File: src/rtl/game_flow_if.sv
// Bundle of game control signals between the key/object front end and the flow controller.
// The master side supplies key presses and object positions; the slave side reports game state.
interface game_flow_if #(
  parameter int NUM_STAGES = 3,
  parameter int NUM_KEYS   = 3,
  parameter int POS_W      = 9
);
  logic                             key_valid;
  logic [3:0]                       key_code;
  logic [POS_W-1:0]                 obj_x;
  logic [POS_W-1:0]                 obj_y;
  logic [POS_W-1:0]                 boss_x;
  logic [POS_W-1:0]                 boss_y;
  logic [2:0]                       state;
  logic [3:0]                       stage;
  logic [POS_W-1:0]                 player_x;
  logic [POS_W-1:0]                 player_y;
  logic [$clog2(NUM_KEYS+1)-1:0]    key_find;
  logic [NUM_STAGES-1:0]            play_valid;
  logic                             obj_taken;
  logic [1:0]                       todo;

  modport master (
    output key_valid, key_code, obj_x, obj_y, boss_x, boss_y,
    input  state, stage, player_x, player_y, key_find, play_valid, obj_taken, todo
  );

  modport slave (
    input  key_valid, key_code, obj_x, obj_y, boss_x, boss_y,
    output state, stage, player_x, player_y, key_find, play_valid, obj_taken, todo
  );
endinterface

File: src/rtl/game_flow_ctrl.sv
// Game flow controller: title/play/success/fail/staff screens, player movement,
// key collection with relocation holdoff, door and boss collision handling.
module game_flow_ctrl #(
  parameter int NUM_STAGES = 3,
  parameter int NUM_KEYS   = 3,
  parameter int POS_W      = 9,
  parameter int MAP_W      = 320,
  parameter int MAP_H      = 240,
  parameter int SPR        = 16,
  parameter int STEP       = 4,
  parameter int SPAWN_X    = 8,
  parameter int SPAWN_Y    = 8
) (
  input  logic         clk,
  input  logic         rst,
  game_flow_if.slave   bus
);
  localparam int KF_W = $clog2(NUM_KEYS+1);
  localparam int CW   = POS_W + 1;

  localparam logic [CW-1:0]    X_MAX    = CW'(MAP_W - SPR);
  localparam logic [CW-1:0]    Y_MAX    = CW'(MAP_H - SPR);
  localparam logic [CW-1:0]    STEP_C   = CW'(STEP);
  localparam logic [CW-1:0]    SPR_C    = CW'(SPR);
  localparam logic [POS_W-1:0] SPN_X    = POS_W'(SPAWN_X);
  localparam logic [POS_W-1:0] SPN_Y    = POS_W'(SPAWN_Y);
  localparam logic [KF_W-1:0]  KF_MAX   = KF_W'(NUM_KEYS);
  localparam logic [3:0]       LAST_STG = 4'(NUM_STAGES - 1);

  localparam logic [3:0] K_W = 4'd4, K_A = 4'd5, K_S = 4'd6, K_D = 4'd7;
  localparam logic [3:0] K_N = 4'd8, K_B = 4'd9, K_R = 4'd10;

  localparam logic [1:0] TODO_NONE = 2'd0, TODO_KEY = 2'd1, TODO_DOOR = 2'd3;

  typedef enum logic [2:0] {
    S_TITLE   = 3'd0,
    S_PLAY    = 3'd1,
    S_SUCCESS = 3'd2,
    S_FAIL    = 3'd3,
    S_STAFF   = 3'd4
  } state_e;

  state_e                state_q, state_d;
  logic [3:0]            stage_q, stage_d;
  logic [POS_W-1:0]      px_q, px_d, py_q, py_d;
  logic [KF_W-1:0]       kf_q, kf_d;
  logic [NUM_STAGES-1:0] pv_q, pv_d;
  logic                  obj_taken_q, obj_taken_d;
  logic [1:0]            todo_q, todo_d;
  logic [1:0]            hold_q, hold_d;

  // Unsigned distance test on one axis, safe against underflow.
  function automatic logic axis_near(input logic [POS_W-1:0] a, input logic [POS_W-1:0] b);
    logic [POS_W-1:0] d;
    d = (a >= b) ? (a - b) : (b - a);
    return ({1'b0, d} < SPR_C);
  endfunction

  logic          obj_hit, boss_hit, sel_ok;
  logic [3:0]    sel_idx;
  logic [CW-1:0] px_e, py_e;

  assign px_e     = {1'b0, px_q};
  assign py_e     = {1'b0, py_q};
  assign obj_hit  = axis_near(px_q, bus.obj_x)  && axis_near(py_q, bus.obj_y);
  assign boss_hit = axis_near(px_q, bus.boss_x) && axis_near(py_q, bus.boss_y) &&
                    (stage_q == LAST_STG);

  always_comb begin
    sel_ok  = 1'b0;
    sel_idx = '0;
    for (int i = 0; i < NUM_STAGES; i++) begin
      if (bus.key_code == 4'(i + 1) && pv_q[i]) begin
        sel_ok  = 1'b1;
        sel_idx = 4'(i);
      end
    end
  end

  always_comb begin
    state_d     = state_q;
    stage_d     = stage_q;
    px_d        = px_q;
    py_d        = py_q;
    kf_d        = kf_q;
    pv_d        = pv_q;
    obj_taken_d = 1'b0;
    hold_d      = hold_q;
    todo_d      = TODO_NONE;

    if (state_q == S_PLAY) todo_d = (kf_q == KF_MAX) ? TODO_DOOR : TODO_KEY;

    case (state_q)
      S_TITLE: begin
        if (bus.key_valid && sel_ok) begin
          state_d = S_PLAY;
          stage_d = sel_idx;
          px_d    = SPN_X;
          py_d    = SPN_Y;
          kf_d    = '0;
          hold_d  = '0;
        end
      end
      S_PLAY: begin
        if (hold_q != 2'd0) hold_d = hold_q - 2'd1;
        // Collisions use the pre-move position; a move in the same cycle still applies.
        if (boss_hit) begin
          state_d = S_FAIL;
        end else if (obj_hit && hold_q == 2'd0) begin
          if (kf_q < KF_MAX) begin
            kf_d        = kf_q + KF_W'(1);
            obj_taken_d = 1'b1;
            hold_d      = 2'd2;
          end else begin
            state_d = S_SUCCESS;
            for (int i = 1; i < NUM_STAGES; i++)
              if (stage_q == 4'(i - 1)) pv_d[i] = 1'b1;
          end
        end
        if (bus.key_valid) begin
          case (bus.key_code)
            K_W: py_d = (py_e < STEP_C) ? '0 : POS_W'(py_e - STEP_C);
            K_S: py_d = (py_e + STEP_C > Y_MAX) ? POS_W'(Y_MAX) : POS_W'(py_e + STEP_C);
            K_A: px_d = (px_e < STEP_C) ? '0 : POS_W'(px_e - STEP_C);
            K_D: px_d = (px_e + STEP_C > X_MAX) ? POS_W'(X_MAX) : POS_W'(px_e + STEP_C);
            default: ;
          endcase
        end
      end
      S_SUCCESS: begin
        if (bus.key_valid && bus.key_code == K_N) begin
          if (stage_q < LAST_STG) begin
            state_d = S_PLAY;
            stage_d = stage_q + 4'd1;
            px_d    = SPN_X;
            py_d    = SPN_Y;
            kf_d    = '0;
            hold_d  = '0;
          end else begin
            state_d = S_STAFF;
          end
        end else if (bus.key_valid && bus.key_code == K_B) begin
          state_d = S_TITLE;
        end
      end
      S_FAIL: begin
        if (bus.key_valid && bus.key_code == K_R) begin
          state_d = S_PLAY;
          px_d    = SPN_X;
          py_d    = SPN_Y;
          kf_d    = '0;
          hold_d  = '0;
        end else if (bus.key_valid && bus.key_code == K_B) begin
          state_d = S_TITLE;
        end
      end
      S_STAFF: begin
        if (bus.key_valid && bus.key_code == K_B) state_d = S_TITLE;
      end
      default: state_d = S_TITLE;
    endcase
  end

  always_ff @(posedge clk or posedge rst) begin
    if (rst) begin
      state_q     <= S_TITLE;
      stage_q     <= '0;
      px_q        <= SPN_X;
      py_q        <= SPN_Y;
      kf_q        <= '0;
      pv_q        <= NUM_STAGES'(1);
      obj_taken_q <= 1'b0;
      todo_q      <= TODO_NONE;
      hold_q      <= '0;
    end else begin
      state_q     <= state_d;
      stage_q     <= stage_d;
      px_q        <= px_d;
      py_q        <= py_d;
      kf_q        <= kf_d;
      pv_q        <= pv_d;
      obj_taken_q <= obj_taken_d;
      todo_q      <= todo_d;
      hold_q      <= hold_d;
    end
  end

  assign bus.state      = state_q;
  assign bus.stage      = stage_q;
  assign bus.player_x   = px_q;
  assign bus.player_y   = py_q;
  assign bus.key_find   = kf_q;
  assign bus.play_valid = pv_q;
  assign bus.obj_taken  = obj_taken_q;
  assign bus.todo       = todo_q;
endmodule

File: src/flat_wrapper.sv
// flat-port wrapper written by rule: the top's interface ports become plain ports
module game_flow_ctrl_flat 
#(
  parameter int NUM_STAGES = 3,
  parameter int NUM_KEYS   = 3,
  parameter int POS_W      = 9,
  parameter int MAP_W      = 320,
  parameter int MAP_H      = 240,
  parameter int SPR        = 16,
  parameter int STEP       = 4,
  parameter int SPAWN_X    = 8,
  parameter int SPAWN_Y    = 8
)
  (clk, rst, bus_key_valid, bus_key_code, bus_obj_x, bus_obj_y, bus_boss_x, bus_boss_y, bus_state, bus_stage, bus_player_x, bus_player_y, bus_key_find, bus_play_valid, bus_obj_taken, bus_todo);
  game_flow_if #(.NUM_STAGES(NUM_STAGES), .NUM_KEYS(NUM_KEYS), .POS_W(POS_W)) bus_i ();
  input  logic clk;
  input  logic rst;
  input wire logic [$bits(bus_i.key_valid)-1:0] bus_key_valid;
  input wire logic [$bits(bus_i.key_code)-1:0] bus_key_code;
  input wire logic [$bits(bus_i.obj_x)-1:0] bus_obj_x;
  input wire logic [$bits(bus_i.obj_y)-1:0] bus_obj_y;
  input wire logic [$bits(bus_i.boss_x)-1:0] bus_boss_x;
  input wire logic [$bits(bus_i.boss_y)-1:0] bus_boss_y;
  output wire logic [$bits(bus_i.state)-1:0] bus_state;
  output wire logic [$bits(bus_i.stage)-1:0] bus_stage;
  output wire logic [$bits(bus_i.player_x)-1:0] bus_player_x;
  output wire logic [$bits(bus_i.player_y)-1:0] bus_player_y;
  output wire logic [$bits(bus_i.key_find)-1:0] bus_key_find;
  output wire logic [$bits(bus_i.play_valid)-1:0] bus_play_valid;
  output wire logic [$bits(bus_i.obj_taken)-1:0] bus_obj_taken;
  output wire logic [$bits(bus_i.todo)-1:0] bus_todo;
  assign bus_i.key_valid = bus_key_valid;
  assign bus_i.key_code = bus_key_code;
  assign bus_i.obj_x = bus_obj_x;
  assign bus_i.obj_y = bus_obj_y;
  assign bus_i.boss_x = bus_boss_x;
  assign bus_i.boss_y = bus_boss_y;
  assign bus_state = bus_i.state;
  assign bus_stage = bus_i.stage;
  assign bus_player_x = bus_i.player_x;
  assign bus_player_y = bus_i.player_y;
  assign bus_key_find = bus_i.key_find;
  assign bus_play_valid = bus_i.play_valid;
  assign bus_obj_taken = bus_i.obj_taken;
  assign bus_todo = bus_i.todo;
  game_flow_ctrl #(.NUM_STAGES(NUM_STAGES), .NUM_KEYS(NUM_KEYS), .POS_W(POS_W), .MAP_W(MAP_W), .MAP_H(MAP_H), .SPR(SPR), .STEP(STEP), .SPAWN_X(SPAWN_X), .SPAWN_Y(SPAWN_Y)) u_core (.clk(clk), .rst(rst), .bus(bus_i));
endmodule
File: config.mk
export PLATFORM = sky130hd
export DESIGN_NAME = game_flow_ctrl_flat
export DESIGN_NICKNAME = d
export VERILOG_FILES = /design/src/rtl/game_flow_if.sv /design/src/rtl/game_flow_ctrl.sv /design/src/flat_wrapper.sv
export SDC_FILE = /design/constraint.sdc
export NUM_CORES = 1
export LEC_CHECK = 0
export CORE_MARGIN = 2
export CORE_UTILIZATION = 31
export DETAILED_ROUTE_END_ITERATION = 10
export HOLD_SLACK_MARGIN = 0.05
export SLEW_MARGIN = 20
export SYNTH_ARGS = -nofsm -noshare
export SYNTH_HDL_FRONTEND = slang
export SYNTH_SLANG_ARGS = --single-unit
File: constraint.sdc
create_clock -name clk -period 6.95 [get_ports clk]
set_input_delay 0.695 -clock clk [delete_from_list [all_inputs] [get_ports clk]]
set_output_delay 0.695 -clock clk [all_outputs]
set_load 0.01 [all_outputs]
==> results.md <==
* Status: finished clean
* Largest net degree at the start of global routing at 31
* Slew at the pin closest to its max-slew limit at about 840 ps
* Final Hold Viols at 0
* Register area at about 750 sq um
* Clock transition at path regs at around 50 ps
* Area of the multi-input gates at between 3000 and 4000 sq um
* Number of vias per cell at 5.524
* GPL Wtd Cong at roughly 0.9
* Worst EP required at 7110 ps
* HPWL after detailed placement at between 9000 and 10000 um
* Worst setup EP type: register
* Critical Setup Path Class: input port to register
* Synth warn at 0
* Relative slew margins at a little over two fifths
* Peak supply drop at between 0.1 and 0.15 mV
* Ys async rst share at between 90% and 100%
* DR vias at roughly 4500
* Total GRT Usage at between 10% and 20%
* Worst Setup Start Kind: input port
* Post-cts gate resize count at 0
* Synth Flop Type: dfrtp_1
* Crit-path cells: clkdlybuf4s50_1 -> ha_1 -> o21ai_0 -> o2bb2ai_1 -> nor3b_2 -> or4b_1 -> o211ai_1 -> nand3_1 -> or4_4 -> and2_4 -> a41o_1
* First-pass GRT wire length at ~21000 um
* Gr ovfl total at 0
* Setup TNS at 0 ps
* Number of DRC markers in iteration 0 at 400
* Buf/Inv on CP at 1
* Cell leakage power at around 0.0024 uW
* EDFF count, synth at 0
* Number of global-route vias before repair at approximately 4300
* CTS Buf Count at 5
* Final setup fails at 0
* Cell Area, Synth at ~4300 sq um
* Clock Tree Buf Depth at 2
* Highest-delay cell along the critical path: or4_4
* Die width at 122.2 um
* PortBufs at 70
* Drt total wl at between 10000 and 15000 um
* N_diodes at 0
* Drt pass-1 iters at 6
* RSZ-0062 raised after global routing: no
* Worst path top cell family by delay: simple AND/OR/NAND/NOR gates
* Die footprint at 14930 sq um
* Tmin final at around 3800 ps
* Worst EP arrival at between 3000 and 4000 ps
* Register area share after synthesis at approximately 17%
* Fin crit share at 54.77%
* Cell area power density at 358.4 nW/um^2
* Final nets at about 740
* Yosys reg bits at 30
* Commonest non-fill, non-tap cell in the layout: clkdlybuf4s50_1
* Hold buffers post-CTS at 0
* Root buf cell: clkbuf_16
* Max-cap violations at 0
* Post-CTS Repair Setup Buffers at 0
* Crit path max fanout at 14
* Post-synthesis cell type count at 68
* Cell count after synthesis at slightly below 600
* Commonest non-fill, non-tap cells in the layout: clkdlybuf4s50_1, ha_1, inv_1
* Final Slew Violations at 0
* CTS H-tree depth at 2
* Detail Route Antenna Nets at 0
* CTS Sinks at 30
* Initial antenna violation count at 0
* Total power at a little under 2000 uW
* Area added between synthesis and finish at 23.77%
* Rows at 43
* Residual DRC at 0
* Ports at 76
* Clk Latency, worst-skew pair at about 270 ps
* Ratio of cells with drive above 1 in the final layout at ~4.6%
* CTS tree: yes
* Core ar. at around 14000 sq um
* Post-Syn Area per Cell at about 7.5 sq um
* Vert. Die Dim at approximately 120 um
* Max frequency at 0.2627 GHz
* Type of the most critical hold path: register to register
* DR WL/cell at approximately 15 um
* CP max stage delay at about 590 ps
* Starting Density at between 30% and 40%
* Fill cell total of the finished layout at approximately 1400
* Max Clock Skew at between 3 and 4 ps
==> registers in the layout (all words and copies together), names as in the netlist, 2 cells and up <==
name,count
u_core.bus.key_find,2
u_core.bus.todo,2
u_core.bus.play_valid,2
u_core.hold_q,2
u_core.bus.stage,4
u_core.bus.player_y,7
u_core.bus.player_x,7
u_core.bus.state,3
==> final cells by class <==
class                           instances  area share (%)
Multi-Input combinational cell        471           60.84
Inverter                               57           3.991
Clock inverter                          2           1.120
Clock buffer                            6           2.590
Sequential cell                        30           14.05
Timing Repair Buffer                   71           13.21
Tap cell                              180           4.201
==> final timing paths <==
check | startpoint | to | slack [ps] | depth (start not counted)
max | bus_boss_x[6] | u_core.bus.key_find[1]$_DFFE_PP0P_ | 3140 | 11
min | u_core.hold_q[1]$_DFFE_PP0P_ | u_core.hold_q[1]$_DFFE_PP0P_ | 510 | 1
max reg2reg | u_core.bus.player_x[5]$_DFFE_PP0P_ | u_core.bus.key_find[1]$_DFFE_PP0P_ | 3160 | 11
min reg2reg | u_core.hold_q[1]$_DFFE_PP0P_ | u_core.hold_q[1]$_DFFE_PP0P_ | 510 | 1
max in group asynchronous | rst | u_core.bus.player_x[3]$_DFFE_PP1P_ | 5810 | 3
min in group asynchronous | rst | u_core.bus.key_find[0]$_DFFE_PP0P_ | 830 | 3
==> metrics by stage <==
| stage | worst slack [ps] | hold slack [ps] | utilization [%] | std cells | cell area (sq um) |
|---|---|---|---|---|---|
| after detailed placement | 2860 | 503.4 | 37.48 | 809 | 5162 |
| final | 3143 | 511.4 | 38.93 | 817 | 5361 |
| after global placement | 2919 | 492.2 | 37.48 | 809 | 5162 |
| after CTS | 3138 | 513.9 | 38.93 | 817 | 5361 |
| after floorplan | 3519 | 472.0 | - | 582 | 4343 |
| after global routing | 2936 | 544.1 | 38.93 | 817 | 5361 |
==> report_power, final <==
part           internal (uW)  switching, uW
clock network            215           75.1
registers                226            144
logic                    563            698
total                   1000            918
==> synth_stat cells, drive strengths merged, types with 4 or more instances <==
cell	count	area, sq um
nand4	6	37.54
o21a	13	97.59
nand3b	4	30.03
o31ai	4	30.03
inv	57	214.0
mux2i	5	50.05
nor3b	5	42.54
or2	4	25.02
or3	9	56.30
a211oi	10	75.07
and2	5	33.78
a21o	12	90.09
nor3	20	100.1
a21oi	53	269.0
buf	7	50.04
and4	5	43.79
nand2	47	176.4
a31o	4	35.03
a211o	4	35.03
and3	8	50.05
clkbuf	17	63.81
nor2b	6	37.54
xor2	7	61.31
nand3	18	90.09
dfrtp	28	700.7
nand2b	4	25.02
o221ai	6	52.55
a31oi	8	50.05
ha	63	788.3
o21ai	45	225.2
xnor2	5	43.79
o211ai	7	52.55
nor2	32	120.1
==> layer usage <==
layer / track usage [%] / part of all wire (%)
met2: 28.47 / 47
met3: 1.966 / 4.4
met5: 0 / 0
met4: 2.802 / 0.96
met1: 23.41 / 47
==> logic make-up (layout without fill, tap and decap cells) <==
| group | Yosys count | after routing | synth area share (%) |
|---|---|---|---|
| simple gates | 184 | 184 | 22.27 |
| compound gates | 201 | 201 | 30.56 |
| mux | 6 | 6 | 1.415 |
| flops | 30 | 30 | 17.39 |
| xor+xnor | 12 | 12 | 2.426 |
| other cells | 2 | 5 | 0.1734 |
| fa+ha+maj | 63 | 63 | 18.20 |
| buf+inv | 81 | 136 | 7.568 |
(Power assumes the default switching activity.)
